$ cat src/rtl/uart_rx_framer.sv
// 8N1 UART receiver: synchronises rx, frames start/data/stop bits at mid-bit,
// and hands bytes to a one-entry valid/ready buffer with overrun tracking.
module uart_rx_framer #(
    parameter int unsigned CLKS_PER_BIT = 87,
    parameter int unsigned SYNC_STAGES  = 2
) (
    input  logic       clk,
    input  logic       rst_n,
    input  logic       ce,
    input  logic       rx,
    output logic [7:0] data_o,
    output logic       valid_o,
    input  logic       ready_i,
    output logic       frame_err_o,
    output logic       overrun_o,
    input  logic       clr_i,
    output logic       busy_o
);

    typedef enum logic [2:0] {
        IDLE,
        START,
        DATA,
        STOP,
        WAIT_HIGH
    } state_t;

    localparam logic [15:0] HALF_LOAD = 16'(CLKS_PER_BIT / 2 - 1);
    localparam logic [15:0] BIT_LOAD  = 16'(CLKS_PER_BIT - 1);

    logic [SYNC_STAGES-1:0] sync_q;
    logic                   rxs;

    state_t      state_q, state_d;
    logic [15:0] cnt_q, cnt_d;
    logic [2:0]  idx_q, idx_d;
    logic [7:0]  shift_q, shift_d;
    logic        done_q, done_d;
    logic        ferr_q, ferr_d;

    logic [7:0]  data_q, data_d;
    logic        valid_q, valid_d;
    logic        ovr_q, ovr_d;

    // Synchroniser resets to all-ones so the line reads idle out of reset.
    always_ff @(posedge clk or negedge rst_n) begin
        if (!rst_n) begin
            sync_q <= '1;
        end else begin
            sync_q <= {sync_q[SYNC_STAGES-2:0], rx};
        end
    end

    assign rxs = sync_q[SYNC_STAGES-1];

    always_ff @(posedge clk or negedge rst_n) begin
        if (!rst_n) begin
            state_q <= IDLE;
            cnt_q   <= '0;
            idx_q   <= '0;
            shift_q <= '0;
            done_q  <= 1'b0;
            ferr_q  <= 1'b0;
        end else begin
            state_q <= state_d;
            cnt_q   <= cnt_d;
            idx_q   <= idx_d;
            shift_q <= shift_d;
            done_q  <= done_d;
            ferr_q  <= ferr_d;
        end
    end

    always_comb begin
        state_d = state_q;
        cnt_d   = cnt_q;
        idx_d   = idx_q;
        shift_d = shift_q;
        done_d  = 1'b0;
        ferr_d  = 1'b0;
        if (ce) begin
            unique case (state_q)
                IDLE: begin
                    if (!rxs) begin
                        cnt_d   = HALF_LOAD;
                        state_d = START;
                    end
                end
                START: begin
                    if (cnt_q != '0) begin
                        cnt_d = cnt_q - 16'd1;
                    end else if (rxs) begin
                        state_d = IDLE;
                    end else begin
                        idx_d   = '0;
                        cnt_d   = BIT_LOAD;
                        state_d = DATA;
                    end
                end
                DATA: begin
                    if (cnt_q != '0) begin
                        cnt_d = cnt_q - 16'd1;
                    end else begin
                        shift_d[idx_q] = rxs;
                        cnt_d          = BIT_LOAD;
                        if (idx_q == 3'd7) begin
                            state_d = STOP;
                        end else begin
                            idx_d = idx_q + 3'd1;
                        end
                    end
                end
                STOP: begin
                    if (cnt_q != '0) begin
                        cnt_d = cnt_q - 16'd1;
                    end else if (rxs) begin
                        done_d  = 1'b1;
                        state_d = IDLE;
                    end else begin
                        ferr_d  = 1'b1;
                        state_d = WAIT_HIGH;
                    end
                end
                WAIT_HIGH: begin
                    if (rxs) begin
                        state_d = IDLE;
                    end
                end
                default: begin
                    state_d = IDLE;
                end
            endcase
        end
    end

    // The buffer acts on the registered completion, one cycle after the stop
    // sample, and is independent of ce so consumers can always drain it.
    always_comb begin
        data_d  = data_q;
        valid_d = valid_q;
        ovr_d   = ovr_q;
        if (clr_i) begin
            ovr_d = 1'b0;
        end
        if (done_q) begin
            if (!valid_q || ready_i) begin
                data_d  = shift_q;
                valid_d = 1'b1;
            end else begin
                ovr_d = 1'b1;
            end
        end else if (valid_q && ready_i) begin
            valid_d = 1'b0;
        end
    end

    always_ff @(posedge clk or negedge rst_n) begin
        if (!rst_n) begin
            data_q  <= '0;
            valid_q <= 1'b0;
            ovr_q   <= 1'b0;
        end else begin
            data_q  <= data_d;
            valid_q <= valid_d;
            ovr_q   <= ovr_d;
        end
    end

    assign data_o      = data_q;
    assign valid_o     = valid_q;
    assign frame_err_o = ferr_q;
    assign overrun_o   = ovr_q;
    assign busy_o      = (state_q != IDLE);

endmodule

$ cat config.mk
export PLATFORM = sky130hd
export DESIGN_NAME = uart_rx_framer
export DESIGN_NICKNAME = d
export VERILOG_FILES = /design/src/rtl/uart_rx_framer.sv
export SDC_FILE = /design/constraint.sdc
export NUM_CORES = 1
export LEC_CHECK = 0
export ABC_AREA = 1
export BUFFER_PORTS_ARGS = -buffer_cell sky130_fd_sc_hd__buf_2
export CAP_MARGIN = 10
export CORE_ASPECT_RATIO = 2
export CORE_UTILIZATION = 45
export CTS_CLUSTER_SIZE = 10
export DETAILED_ROUTE_END_ITERATION = 6
export PLACE_DENSITY = 0.61
export SLEW_MARGIN = 0
export SYNTH_ARGS = -nofsm -noshare
export SYNTH_HDL_FRONTEND = slang
export SYNTH_SLANG_ARGS = --single-unit
$ cat constraint.sdc
create_clock -name clk -period 1.5 [get_ports clk]
set_input_delay 0.225 -clock clk [delete_from_list [all_inputs] [get_ports clk]]
set_output_delay 0.225 -clock clk [all_outputs]
set_load 0.03 [all_outputs]
==> impl_metrics.json <==
{
  "outcome": "complete, but fails checks",
  "violations": "setup timing",
  "ys.flop_type": "dfrtp_1",
  "worstSetupEndpointType": "flip-flop",
  "dieArea_um2": 6010,
  "peakVddDrop_uv": 1050,
  "cts.root.buffer_cell": "clkbuf_8",
  "cts_buffers": 5,
  "timing_hold_violations_final": 0,
  "clock_sinks": 44,
  "globalplace.congestion": 0.888,
  "drc": 0,
  "power.total_mw": 4.89,
  "synth_area_um2": 2560,
  "synth_common_cells": "86 x nand2_1, 42 x dfrtp_1, 41 x nor2_1",
  "crit_top_cell": "nand3_4",
  "synthTopCellsByArea": "dfrtp_1 41%, nand2_1 13%, nand3_1 6.5%, nor2_1 6.0%, inv_1 5.3%",
  "period_share_pct": 104,
  "fmax_ghz": 0.639,
  "drv_cap": 0,
  "worstPathArrival_ns": 1.78,
  "worstMarginPinSlew_ns": 0.425,
  "p_per_area_nw_per_um2": 1450,
  "antenna_found_initial": 0,
  "grt_max_degree": 23,
  "p_leak_nw": 1.72,
  "fin_cells": 457,
  "hold_path_class": "input port to flip-flop",
  "slew_viol_final": 0,
  "crit_fanout": 8,
  "async_reset_ff_share_pct": 100,
  "drt-pass1-iter-count": 4,
  "grt_usage_pct": 22.5,
  "setup_violations": 8,
  "synth.most_common_cell": "nand2_1",
  "cts_max_level": 2,
  "seq_area_frac_synth_pct": 43.1,
  "die_w_um": 55.3,
  "synth_edf_count": 0,
  "dp.cells": 438,
  "routedWlPerCell_um": 13.9,
  "drive_gt1_share_pct": 37.3,
  "synth_fp_nets": 339,
  "startpoint_type": "flip-flop",
  "cts.path.max_buffers": 2,
  "grt_pass1_wl_mm": 10.3,
  "num_rows": 38,
  "grt_pass1_vias": 2277,
  "grt_setup_unrepaired": "true",
  "design.core.area_um2": 5470,
  "worst_slack_ns": -0.0649,
  "slowest_delay_ns": 0.40,
  "synth.avg_cell_area_um2": 7.78,
  "synth_top_area_cell": "dfrtp_1",
  "finalCriticalPeriod_ns": 1.56,
  "top_level_ports": 18,
  "slowest_stage": "dfrtp_1",
  "yosysWarnings": 0,
  "initial_utilization_pct": 46.8,
  "dr_total_vias": 2318,
  "dp_hpwl_mm": 4.84,
  "path_class": "flip-flop to flip-flop",
  "area_growth_pct": 31.3,
  "skew_ns": 0.00625,
  "max-slew-margin-rel_pct": 71.7,
  "num-nets-final": 406,
  "yosysUniqueCellTypes": 32,
  "cts_tree": "done",
  "drt-total-wl_mm": 6.36,
  "antenna_cells": 0,
  "synthDominantCellAreaShare_pct": 41.1,
  "path_cells": "inv_2 -> ha_4 -> nand3_4 -> nor2_8 -> nand3_4 -> nor2_4 -> nand3_1 -> nand2_1 -> inv_1",
  "insertion_delay_ns": 0.31,
  "die_h_um": 109,
  "place.port_buffers": 17,
  "crit_family": "simple AND/OR/NAND/NOR gates",
  "grt_overflow": 0,
  "required_ns": 1.71,
  "synth_cells": 329,
  "drt_first_iter_violations": 61,
  "holdWs_ns": 0.114,
  "antenna_left": 0,
  "n_fill_cell": 499,
  "path_buf_inv": 2,
  "synth_seq_cells": 44,
  "viasPerCell": 5.07,
  "clk_pin_slew_ns": 0.09
}
layout by cell type (no fill, tap or decap), types with 6 or more instances in the layout:
| cell type | netlist | layout |
|---|---|---|
| buf_4 | 1 | 46 |
| nor2_2 | 6 | 10 |
| clkbuf_8 | 0 | 6 |
| o21ai_0 | 13 | 12 |
| nand2_1 | 86 | 79 |
| buf_2 | 2 | 17 |
| nand3_2 | 1 | 8 |
| nor2_4 | 3 | 8 |
| nor2_1 | 41 | 32 |
| inv_1 | 36 | 32 |
| nand4_1 | 14 | 14 |
| inv_2 | 5 | 7 |
| nand3_1 | 33 | 25 |
| dfrtp_1 | 42 | 39 |
| nand2_2 | 6 | 11 |
metal layers:
layer | vias to the layer above | global-route usage [%] | wire (um)
met4 | 0 | 11.8 | 235
met3 | 16 | 3.32 | 104
met2 | 29 | 45.4 | 3720
met5 | - | 0 | 0
li1 | 1182 | - | -
met1 | 1091 | 21.0 | 2300
flip-flops by register name (all words and copies together) (netlist names):
register	flops
sync_q	2
state_q	3
overrun_o	1
frame_err_o	1
cnt_q	16
done_q	1
data_o	8
shift_q	8
valid_o	1
idx_q	3
where the power goes:
| group | leakage, nW | switching [mW] | internal [mW] |
|---|---|---|---|
| combinational | 1.11 | 1.40 | 1.01 |
| sequential | 0.551 | 0.164 | 1.33 |
| clock | 0.0614 | 0.439 | 0.545 |
timing repair:
| item | 4_1_cts | 5_1_grt |
|---|---|---|
| endpoints found under the setup margin | 19 | 30 |
| hold endpoints to repair | 13 | 1 |
| buffers inserted | 2 | 7 |
| hold buffers | 1 | 1 |
| resized for setup | 16 | 31 |
| pin swaps | 2 | 11 |
path summary, 6_finish.rpt:
check / startpoint / endpoint / slack [ns] / cells past startpoint
worst max-delay path: cnt_q[0]$_DFFE_PN0P_ / shift_q[0]$_DFFE_PN0P_ / -0.06 / 9
worst min-delay path: clr_i / overrun_o$_DFF_PN0_ / 0.11 / 2
worst max register to register: cnt_q[0]$_DFFE_PN0P_ / shift_q[0]$_DFFE_PN0P_ / -0.06 / 9
min in group asynchronous: rst_n / cnt_q[3]$_DFFE_PN0P_ / 0.38 / 2
worst min register to register: sync_q[0]$_DFF_PN1_ / sync_q[1]$_DFF_PN1_ / 0.36 / 0
max in group asynchronous: rst_n / data_o[7]$_DFFE_PN0P_ / 0.66 / 3
metrics by stage:
step / cell area (um2) / TNS [ns] / util [%] / setup WS, ns
after global placement: 3000 / -0.0433 / 54.8 / -0.0208
final: 3360 / -0.230 / 61.5 / -0.0649
after floorplan: 2580 / 0 / - / 0.0334
after CTS: 3200 / -0.128 / 58.4 / -0.0324
after global routing: 3360 / -1.75 / 61.5 / -0.144
after detailed placement: 3000 / -0.294 / 54.8 / -0.0329
cell type report:
cell class / instances / area (um2) / share of cell area (%)
timing repair buffer: 67 / 482 / 14.3
multi-input combinational: 235 / 1400 / 41.7
clock buffer: 6 / 82.6 / 2.46
sequential: 44 / 1110 / 32.9
clock inverter: 2 / 38.8 / 1.15
inverter: 43 / 175 / 5.21
tap: 60 / 75.1 / 2.23
kinds of logic after synthesis:
kind of cell	synth area share, %
and+or+nand+nor	38.4
buffers and inverters	8.60
DFF	43.1
AOI/OAI and AO/OA	5.18
muxes	1.76
adders and majority gates	1.96
xor gates and xnor gates	1.03
Note: power is estimated with default switching activity, not from simulation.
